**config.mk**
```make
export PLATFORM = sky130hd
export DESIGN_NAME = pipeline_ctrl
export DESIGN_NICKNAME = d
export VERILOG_FILES = /design/src/rtl/pipe_ctrl_pkg.sv /design/src/rtl/load_use_detect.sv /design/src/rtl/pipeline_ctrl.sv
export SDC_FILE = /design/constraint.sdc
export NUM_CORES = 1
export LEC_CHECK = 0
export ABC_CLOCK_PERIOD_IN_PS = 3000
export BUFFER_PORTS_ARGS = -buffer_cell sky130_fd_sc_hd__buf_2
export CORE_AREA = 3 3 40 42
export DETAILED_ROUTE_END_ITERATION = 7
export DIE_AREA = 0 0 43 45
export PLACE_DENSITY_LB_ADDON = 0.1
export SKIP_CTS_REPAIR_TIMING = 1
export SLEW_MARGIN = 40
export SYNTH_ARGS = -nofsm -noshare
export SYNTH_HDL_FRONTEND = slang
export SYNTH_SLANG_ARGS = --single-unit
```
**constraint.sdc**
```tcl
create_clock -name clk -period 3 [get_ports clk]
set_input_delay 0.75 -clock clk [delete_from_list [all_inputs] [get_ports clk]]
set_output_delay 0.75 -clock clk [all_outputs]
set_load 0.03 [all_outputs]
```
**src/rtl/pipe_ctrl_pkg.sv**
```systemverilog
// pipe_ctrl_pkg
// Shared types and constants for the pipeline stall/flush sequencer.
//   state_e   : sequencer state encoding (RUN / EX_WAIT / MEM_WAIT)
//   REG_IDX_W : architectural register index width
package pipe_ctrl_pkg;

    localparam int unsigned REG_IDX_W = 5;

    // StRun = RUN, StExWait = EX_WAIT, StMemWait = MEM_WAIT
    typedef enum logic [1:0] {
        StRun     = 2'd0,
        StExWait  = 2'd1,
        StMemWait = 2'd2
    } state_e;

endpackage

```
**src/rtl/load_use_detect.sv**
```systemverilog
// load_use_detect
// Purely combinational load-use hazard detector.
// Flags when the instruction in EX is a register-writing load whose
// destination (non-x0) is a source actually read by the instruction in ID.
// Ports:
//   i_id_rs1, i_id_rs2         : ID source register indices
//   i_id_use_rs1, i_id_use_rs2 : ID instruction reads that source
//   i_ex_rd                    : EX destination register index
//   i_ex_mem_read              : EX instruction is a load
//   i_ex_reg_write             : EX instruction writes a register
//   o_load_use                 : hazard present
module load_use_detect
    import pipe_ctrl_pkg::*;
(
    input  logic [REG_IDX_W-1:0] i_id_rs1,
    input  logic [REG_IDX_W-1:0] i_id_rs2,
    input  logic                 i_id_use_rs1,
    input  logic                 i_id_use_rs2,
    input  logic [REG_IDX_W-1:0] i_ex_rd,
    input  logic                 i_ex_mem_read,
    input  logic                 i_ex_reg_write,
    output logic                 o_load_use
);

    logic w_ld_writes;
    logic w_hit_rs1;
    logic w_hit_rs2;

    // x0 never carries a dependency.
    assign w_ld_writes = i_ex_mem_read & i_ex_reg_write & (i_ex_rd != '0);
    assign w_hit_rs1   = i_id_use_rs1 & (i_id_rs1 == i_ex_rd);
    assign w_hit_rs2   = i_id_use_rs2 & (i_id_rs2 == i_ex_rd);
    assign o_load_use  = w_ld_writes & (w_hit_rs1 | w_hit_rs2);

endmodule

```
**src/rtl/pipeline_ctrl.sv**
```systemverilog
// pipeline_ctrl
// Central stall/flush sequencer for the five-stage pipeline. Resolves, in
// priority order: memory wait, multi-cycle EX wait, control redirect, load-use.
// Owns the FSM that launches and tracks the multi-cycle EX unit.
// Ports:
//   clk, rst_n                     : clock, synchronous active-low reset
//   id_rs1/id_rs2, id_use_rs1/rs2  : ID source fields
//   ex_rd, ex_mem_read, ex_reg_write : EX destination / load info
//   ex_multi, ex_finish            : multi-cycle request / result-valid pulse
//   ex_redirect                    : taken branch / jalr in EX
//   mem_access, mem_finish         : MEM access in progress / completing
//   pc_stall, IF_flush, ID_stall, ID_flush, EX_stall,
//   MEM_stall, MEM_bubble, WB_bubble : pipeline register hold/clear controls
//   ex_start                       : launch pulse to the multi-cycle unit
//   ex_busy                        : state is EX_WAIT
//   stall_cnt, flush_cnt           : perf counters (PIPELINE_CTRL_PERF_EN only)
// Optional feature macro: PIPELINE_CTRL_PERF_EN
module pipeline_ctrl
    import pipe_ctrl_pkg::*;
(
    input  logic                 clk,
    input  logic                 rst_n,
    input  logic [REG_IDX_W-1:0] id_rs1,
    input  logic [REG_IDX_W-1:0] id_rs2,
    input  logic                 id_use_rs1,
    input  logic                 id_use_rs2,
    input  logic [REG_IDX_W-1:0] ex_rd,
    input  logic                 ex_mem_read,
    input  logic                 ex_reg_write,
    input  logic                 ex_multi,
    input  logic                 ex_finish,
    input  logic                 ex_redirect,
    input  logic                 mem_access,
    input  logic                 mem_finish,
    output logic                 pc_stall,
    output logic                 IF_flush,
    output logic                 ID_stall,
    output logic                 ID_flush,
    output logic                 EX_stall,
    output logic                 MEM_stall,
    output logic                 MEM_bubble,
    output logic                 WB_bubble,
    output logic                 ex_start,
    output logic                 ex_busy
`ifdef PIPELINE_CTRL_PERF_EN
    ,
    output logic [31:0]          stall_cnt,
    output logic [31:0]          flush_cnt
`endif
);

    state_e r_state;
    state_e w_state_nxt;
    logic   r_ex_done;
    logic   w_ex_done_nxt;
    logic   w_mem_hold;
    logic   w_load_use;

    assign w_mem_hold = mem_access & ~mem_finish;

    load_use_detect u_load_use_detect (
        .i_id_rs1       (id_rs1),
        .i_id_rs2       (id_rs2),
        .i_id_use_rs1   (id_use_rs1),
        .i_id_use_rs2   (id_use_rs2),
        .i_ex_rd        (ex_rd),
        .i_ex_mem_read  (ex_mem_read),
        .i_ex_reg_write (ex_reg_write),
        .o_load_use     (w_load_use)
    );

    always_ff @(posedge clk) begin
        if (!rst_n) begin
            r_state   <= StRun;
            r_ex_done <= 1'b0;
        end else begin
            r_state   <= w_state_nxt;
            r_ex_done <= w_ex_done_nxt;
        end
    end

    always_comb begin
        w_state_nxt   = r_state;
        w_ex_done_nxt = r_ex_done;
        pc_stall      = 1'b0;
        IF_flush      = 1'b0;
        ID_stall      = 1'b0;
        ID_flush      = 1'b0;
        EX_stall      = 1'b0;
        MEM_stall     = 1'b0;
        MEM_bubble    = 1'b0;
        WB_bubble     = 1'b0;
        ex_start      = 1'b0;
        ex_busy       = 1'b0;

        if (rst_n) begin
            if (w_mem_hold) begin
                // Memory stall freezes everything up to EX/MEM and drains WB.
                pc_stall  = 1'b1;
                ID_stall  = 1'b1;
                EX_stall  = 1'b1;
                MEM_stall = 1'b1;
                WB_bubble = 1'b1;
            end

            case (r_state)
                StRun: begin
                    if (w_mem_hold) begin
                        w_state_nxt = StMemWait;
                    end else if (ex_multi) begin
                        // Launch cycle already holds the front end: it is the
                        // first of the N stall cycles of the operation.
                        ex_start    = 1'b1;
                        pc_stall    = 1'b1;
                        ID_stall    = 1'b1;
                        EX_stall    = 1'b1;
                        MEM_bubble  = 1'b1;
                        w_state_nxt = StExWait;
                    end else if (ex_redirect) begin
                        // Wrong-path IF and ID slots are squashed; PC takes target.
                        IF_flush = 1'b1;
                        ID_flush = 1'b1;
                    end else if (w_load_use) begin
                        pc_stall = 1'b1;
                        ID_stall = 1'b1;
                        ID_flush = 1'b1;
                    end
                end
                StExWait: begin
                    ex_busy = 1'b1;
                    if (w_mem_hold) begin
                        // Result may land while MEM is frozen; remember it.
                        if (ex_finish) begin
                            w_ex_done_nxt = 1'b1;
                        end
                    end else if (ex_finish || r_ex_done) begin
                        w_state_nxt   = StRun;
                        w_ex_done_nxt = 1'b0;
                    end else begin
                        pc_stall   = 1'b1;
                        ID_stall   = 1'b1;
                        EX_stall   = 1'b1;
                        MEM_bubble = 1'b1;
                    end
                end
                StMemWait: begin
                    if (mem_finish) begin
                        w_state_nxt = StRun;
                    end
                end
                default: begin
                    w_state_nxt   = StRun;
                    w_ex_done_nxt = 1'b0;
                end
            endcase
        end
    end

`ifdef PIPELINE_CTRL_PERF_EN
    logic [31:0] r_stall_cnt;
    logic [31:0] r_flush_cnt;

    // Wraps naturally at 2^32.
    always_ff @(posedge clk) begin
        if (!rst_n) begin
            r_stall_cnt <= '0;
            r_flush_cnt <= '0;
        end else begin
            if (pc_stall) begin
                r_stall_cnt <= r_stall_cnt + 32'd1;
            end
            if (IF_flush) begin
                r_flush_cnt <= r_flush_cnt + 32'd1;
            end
        end
    end

    assign stall_cnt = r_stall_cnt;
    assign flush_cnt = r_flush_cnt;
`endif

endmodule

```
== Yosys cells after proc, flatten, opt, wreduce, memory -nomap -nowiden ==
Cells that the tools add are included.

* Flip-flop bits (word level): 3
* Input bits: 26
* Output and inout bits: 10
* Logic and storage cells: 72

* Equality and inequality tests: 10
* Mux-type cells: 45
* Bitwise gates (word level): 9
* Reductions and logical operators: 6

{| class="wikitable"
|+ Operator list
! cell !! number
|-
| $mux 1 || 35
|-
| $eq 5x5->1 || 2
|-
| $mux 2 || 5
|-
| $ne 3x3->1 const B || 3
|-
| $pmux 1 s2 || 4
|-
| $and 1x1->1 || 6
|-
| $ne 2x2->1 const B || 3
|-
| $pmux 2 s3 || 1
|-
| $reduce_bool 5->1 || 1
|-
| $reduce_and 4->1 || 1
|-
| $reduce_and 3->1 || 1
|-
| $eq 2x1->1 const B || 1
|-
| $eq 2x2->1 const B || 1
|-
| $logic_not 2->1 || 1
|-
| $not 1->1 || 2
|-
| $reduce_or 2->1 || 1
|-
| $logic_or 1x1->1 || 1
|-
| $or 1x1->1 || 1
|}

== Logic depth before layout (Yosys ltp) ==
Gate-level depths: netlist of the first run.

* Word-level depth: 10
* Gate-level depth with buffers: 5
* Mapped depth without buffers: 4

== Modules after synthesis ==
Synthesis of the first run repeated with hierarchy kept, for this count alone.

* Cell total of the unflattened synthesis: 51
* Area, all modules: 434.2 µm²

{| class="wikitable"
|+ By module, submodules not included
! module !! times used !! cells an instance !! area an instance (µm²) !! seq. area each (µm²)
|-
| pipeline_ctrl || 1 || 34 || 299.0 || 60.1
|-
| load_use_detect || 1 || 17 || 135.1 || 0.0
|}

== Worst setup path after synthesis of the first run ==
Ideal clock, no wire load.

* Path type: input port to output port
* From: input port ex_rd[3]
* To: output port pc_stall
* Arrival time: 2101 ps
* Required time: 2250 ps
* Setup slack: 149 ps
* Cell stages on the path: 5
* Path buffers: 1
* Path through: xor2_1 > nor4_1 > a32oi_1 > o21bai_1 > buf_4

* Word-level cells in the longest chain between the ends: 10
* Elaborated cells on any way between the ends: 14
* Those cells by class: eq/ne (2); mux (6); bitwise (5); reduce/logical (1)

{| class="wikitable"
|+ RTL lines
! item !! RTL line !! source
|-
| start: declaration || pipeline_ctrl.sv:27 || <nowiki>input logic [REG_IDX_W-1:0] ex_rd,</nowiki>
|-
| $eq 5x5->1, on equally long branches || load_use_detect.sv:31, load_use_detect.sv:32 ||
|-
| $and 1x1->1, on equally long branches || load_use_detect.sv:31, load_use_detect.sv:32 ||
|-
| $or 1x1->1 || load_use_detect.sv:33 || <nowiki>assign o_load_use = w_ld_writes & (w_hit_rs1 | w_hit_rs2);</nowiki>
|-
| $and 1x1->1 (*) || load_use_detect.sv:33 ||
|-
| $mux 1 (*) (4 in a row) || n/a ||
|-
| $pmux 1 s2 (*) || n/a ||
|-
| $mux 1 (*) || n/a ||
|-
| end: declaration || pipeline_ctrl.sv:35 || <nowiki>output logic pc_stall,</nowiki>
|}

Every way passes the cells marked *; elsewhere a longest branch is shown, timed or not.

== Final worst setup path of the first run ==
* From: input port rst_n
* To: output port ID_flush

* Word-level cells in the longest chain between the ends: 1

{| class="wikitable"
|+ RTL lines
! item !! RTL line !! source
|-
| start: declaration || pipeline_ctrl.sv:22 || <nowiki>input logic rst_n,</nowiki>
|-
| $mux 1 || pipeline_ctrl.sv:96 || <nowiki>if (rst_n) begin</nowiki>
|-
| end: declaration || pipeline_ctrl.sv:38 || <nowiki>output logic ID_flush,</nowiki>
|}

No other way between the ends.

==> impl_metrics.yaml, run 1 <==
sta:
  layout_min_cycle_time_ns: 2.66
  rsz0062_at_grt: "false"
  finalSetupViolCount: 0
  skew_ns: 0.00384
  timing.fmax_ghz: 0.377
  period_share: 0.885
  hold_viol_final: 0
  final.setup.tns_ns: 0
  slew_violations: 0
  tightest_slew_ns: 0.399
  slew_headroom: 0.732
global_routing:
  overflow: 0
  antenna_found_initial: 0
  first_global_vias: 451
  grt_pass1_wl_mm: 1.87
  grt_util_all_layers: 0.125
  grt_max_degree: 9
floorplan:
  io-pin-count: 36
  num_rows: 13
  die_w_um: 43
  initial_core_util: 0.296
  fp.dieArea_um2: 1940
  die_h_um: 45
  coreArea_um2: 1280
placed_design:
  placedCellCount: 98
  portBuffers: 35
  dpl.hpwl_um: 968
  routabilityCongestion: 0.728
yosys:
  ys_types: 25
  synth.top_cell.area_share: 0.184
  ys.flop_type: "dfxtp_1"
  ys_async_sr_fraction: 0
  yosys_warnings: 0
  synth_top_family_by_area: "simple AND/OR/NAND/NOR gates"
  seq_area_frac_synth: 0.158
  ys_top_cells_by_area: "xor2_1 (18%), dfxtp_1 (16%), nand2b_1 (6.6%), nor4_1 (4.9%), o2111ai_1 (4.6%)"
  yosys.area_share.adder: 0
  synthTopCellsByCount: "xor2_1 (8), nand2b_1 (4)"
  syn_avg_cell_area_um2: 7.76
  synth-xor-area-share: 0.230
  synth-seq-cells: 3
  syn_area_um2: 380
  synthMuxAreaShare: 0
  netlist_instances: 49
  synth-simple-area-share: 0.342
  yosys.area.top_type: "xor2_1"
  synth-edff-count: 0
  synth-compound-area-share: 0.220
  synth.most_common_cell: "xor2_1"
  synth.net_count: 75
clocking:
  htree_levels: 1
  ctsRootBufferMaster: "clkbuf_4"
  cts_buffers: 3
  clk_pin_slew_ns: 0.04
  cts_tree: "done"
  clk_latency_ns: 0.23
  cts_buffer_depth: 2
  cts.sinks: 3
pwr:
  p_leak_nw: 0.300
  power_per_cell_area_nw_per_um2: 331
  vdd_drop_max_v: 0.000288
run:
  maxCapViolCount: 0
status:
  status: "finished, final reports clean"
finish:
  syn_to_final_growth_pct: 55.9
  fin_cells: 102
  drive_gt1_frac: 0.471
  diodes: 0
  fin_nets: 114
worst_setup_path:
  worst_setup_path_end_kind: "primary output"
  worstSetupPathType: "in2out"
  cp_max_fo: 6
  cp.required_ns: 2.25
  critPathArrivalTime_ns: 1.91
  critPathLaunchType: "input port"
routing:
  via_per_inst: 4.65
  wl_per_cell_um: 11.0
  drc: 0
  vias: 474
  routed_wirelength_mm: 1.13
  drt_pre_antenna_iters: 4
  final_antenna_net_count: 0
  first_iter_violations: 4
min_path:
  hold_path.class: "reg2reg"
[cell type report]
| cell class | instances | area, um^2 |
|---|---|---|
| Clock buffer | 4 | 26.3 |
| Fill cell | 140 | 692 |
| Inverter | 1 | 3.75 |
| Multi-Input combinational cell | 43 | 302 |
| Sequential cell | 3 | 60.1 |
| Tap cell | 15 | 18.8 |
| Timing Repair Buffer | 36 | 183 |
[critical path: stages]
cell	delay [ns]
buf_2	0.13
nand2b_1	0.12
nor4_1	0.38
o2111ai_1	0.17
o21bai_1	0.14
buf_2	0.21
[metal layers]
metal  up-vias  GRT usage  wire (um)
met5         -          0          0
met3         0     0.0558         95
met4         0          0          0
met1       203      0.166        492
li1        255          -          -
met2        16      0.201        537
[where the power goes]
part	internal [mW]	switching, mW	total, mW
logic	0.0360	0.0456	0.0816
clock network	0.0497	0.0187	0.0683
registers	0.0429	0.00358	0.0464
total	0.129	0.0678	0.196
[placed cells by master (no fill, tap or decap), drive strengths merged, types with 2 or more instances in the layout]
master / n
clkbuf: 4
nand2b: 4
nor2: 3
xor2: 8
and2: 3
o2111ai: 2
nor4: 3
buf: 36
a21oi: 2
dfxtp: 3
o21bai: 2
a211oi: 2
xnor2: 2
nor3: 3
[metrics by stage]
stage,util,area (um^2),power (mW),hold slack [ns],setup WS (ns)
final,0.462,593,0.196,0.549,0.345
after global routing,0.462,593,0.216,0.598,0.209
after CTS,0.462,593,0.201,0.559,0.332
after detailed placement,0.441,567,0.129,0.535,0.336
after global placement,0.441,567,0.129,0.542,0.335
after floorplan,-,380,0.0957,0.508,0.149
[kinds of logic (layout without fill, tap and decap cells)]
group | Yosys count | in the layout
DFF | 3 | 3
buffers and inverters | 3 | 41
AOI/OAI and AO/OA | 11 | 11
xor gates and xnor gates | 10 | 10
and+or+nand+nor | 22 | 22
[flip-flops by register name, summed over array words and instances (netlist names)]
name	cells
r_ex_done	1
r_state	2
[path summary, 6_finish.rpt]
check | start | end | slack [ns] | cells past startpoint
hold / removal | r_state[1] | r_state[1] | 0.55 | 2
setup reg to reg | r_state[0] | r_state[0] | 2.08 | 3
hold reg to reg | r_state[1] | r_state[1] | 0.55 | 2
setup / recovery | rst_n | ID_flush | 0.34 | 6
(Power assumes the default switching activity.)
==> inputs of run 2 (changes only) <==
--- a/config.mk
+++ b/config.mk
@@ -12,6 +12,7 @@
 export DIE_AREA = 0 0 43 45
 export PLACE_DENSITY_LB_ADDON = 0.1
 export SKIP_CTS_REPAIR_TIMING = 1
+export SKIP_LAST_GASP = 1
 export SLEW_MARGIN = 40
 export SYNTH_ARGS = -nofsm -noshare
 export SYNTH_HDL_FRONTEND = slang
==> constraint.sdc (replaced) <==
create_clock -name clk -period 3 [get_ports clk]
set_input_delay 0.15 -clock clk [delete_from_list [all_inputs] [get_ports clk]]
set_output_delay 0.15 -clock clk [all_outputs]
set_load 0.03 [all_outputs]
==> run 2 against run 1 <==
Hold slack got worse by 0.44 ns. Clock skew decreased by 0.0018 ns. Maximum frequency increased by 47%. Wire length decreased by 3.2%. Total power increased by 0.94%. Via count increased by 1.5%. Die area unchanged. Global-route usage decreased by 0.51 points. Cell area decreased by 1.3%. Sequential share of layout area increased by 0.13 points. Clock power increased by 5.3%. Largest cell class unchanged. Largest power group unchanged.
==> impl_metrics.yaml, run 2 (synthesis results as in run 1) <==
clocking:
  clk_latency_ns: 0.23
  clk_pin_slew_ns: 0.04
  cts_tree: "done"
  cts.sinks: 3
  htree_levels: 1
  cts_buffers: 3
  ctsRootBufferMaster: "clkbuf_4"
  cts_buffer_depth: 2
worst_setup_path:
  crit_family: "simple AND/OR/NAND/NOR gates"
  r2r_slack_ns: 2.11
  cp_max_fo: 5
  worstSetupPathType: "reg2out"
  ff2ff_path_depth: 3
  crit_chain: "nand2b_1 > nor4_1 > o2111ai_1 > o21bai_1 > buf_2"
  cp.required_ns: 2.85
  critPathLaunchType: "flip-flop"
  worst_setup_path_end_kind: "primary output"
  path_depth: 5
  slowest_stage: "nor4_1"
  critPathBufInv: 1
  critPathMaxStageDelay_ns: 0.35
  critPathArrivalTime_ns: 1.66
sta:
  layout_min_cycle_time_ns: 1.81
  tightest_slew_ns: 0.364
  slew_headroom: 0.755
  finalSetupViolCount: 0
  final.setup.tns_ns: 0
  timing.fmax_ghz: 0.554
  hold_viol_final: 0
  rsz0062_at_grt: "false"
  slew_violations: 0
  skew_ns: 0.00204
  whs_ns: 0.112
  period_share: 0.602
floorplan:
  die_h_um: 45
  fp.dieArea_um2: 1940
  num_rows: 13
  initial_core_util: 0.296
  coreArea_um2: 1280
  die_w_um: 43
  io-pin-count: 36
pwr:
  vdd_drop_max_v: 0.000246
  power_per_cell_area_nw_per_um2: 338
  p_leak_nw: 0.294
routing:
  first_iter_violations: 1
  drc: 0
  final_antenna_net_count: 0
  vias: 481
  routed_wirelength_mm: 1.09
  drt_pre_antenna_iters: 3
  wl_per_cell_um: 10.8
  via_per_inst: 4.76
global_routing:
  first_global_vias: 435
  antenna_found_initial: 0
  grt_pass1_wl_mm: 1.75
  overflow: 0
  grt_util_all_layers: 0.120
  grt_max_degree: 9
finish:
  largest_reg_flops: 2
  syn_to_final_growth_pct: 53.9
  regArea_um2: 60.1
  multi_input_area_um2: 302
  fin_nets: 113
  n_fill_cell: 149
  diodes: 0
  reg.largest.list: "r_state x2, r_ex_done x1"
  fin_cells: 101
  final_cell_mix: "buf_2 (35), xor2_1 (8), nand2b_1 (4)"
  post-route-cell-area_um2: 586
  final_common_cell: "buf_2"
  drive_gt1_frac: 0.465
  top_register: "r_state"
status:
  status: "finished, final reports clean"
run:
  maxCapViolCount: 0
placed_design:
  place_area_um2: 559
  portBuffers: 35
  placedCellCount: 97
  dpl.hpwl_um: 921
  routabilityCongestion: 0.735
min_path:
  min_path_cells: 2
  hold_path.class: "in2reg"
-- run 2: final timing paths --
check / start / endpoint
max: r_state[1] / ID_flush
min reg2reg: r_state[1] / r_state[1]
min: mem_finish / r_state[1]
max reg2reg: r_state[0] / r_state[0]
-- run 2: per-layer routing --
layer  routed length (um)  GRT usage  part of all wire
met5                    0          0                 0
met4                    0     0.0542                 0
met3                  113     0.0598              0.10
met2                  494      0.180              0.45
met1                  482      0.144              0.44
-- run 2: layout make-up --
type / count / share of cell area
multi-input cells: 43 / 0.515
repair buffers: 35 / 0.299
flip-flops and latches: 3 / 0.103
clock buffers: 4 / 0.0449
well taps: 15 / 0.0321
inverters: 1 / 0.00641
-- run 2: where the power goes --
| part | internal (mW) | leakage, nW | total, mW | switching, mW |
|---|---|---|---|---|
| clock network | 0.0499 | 0.0150 | 0.0719 | 0.0220 |
| registers | 0.0428 | 0.0246 | 0.0461 | 0.00326 |
| logic | 0.0352 | 0.255 | 0.0802 | 0.0450 |
| total | 0.128 | 0.294 | 0.198 | 0.0702 |
-- run 2: metrics by stage --
stage          utilization  power (mW)  worst slack (ns)
2_1_floorplan            -      0.0957              1.14
3_3_place_gp         0.435       0.128              1.43
3_5_place_dp         0.435       0.127              1.43
4_1_cts              0.456       0.201              1.18
5_1_grt              0.456       0.217              1.07
6_report             0.456       0.198              1.19
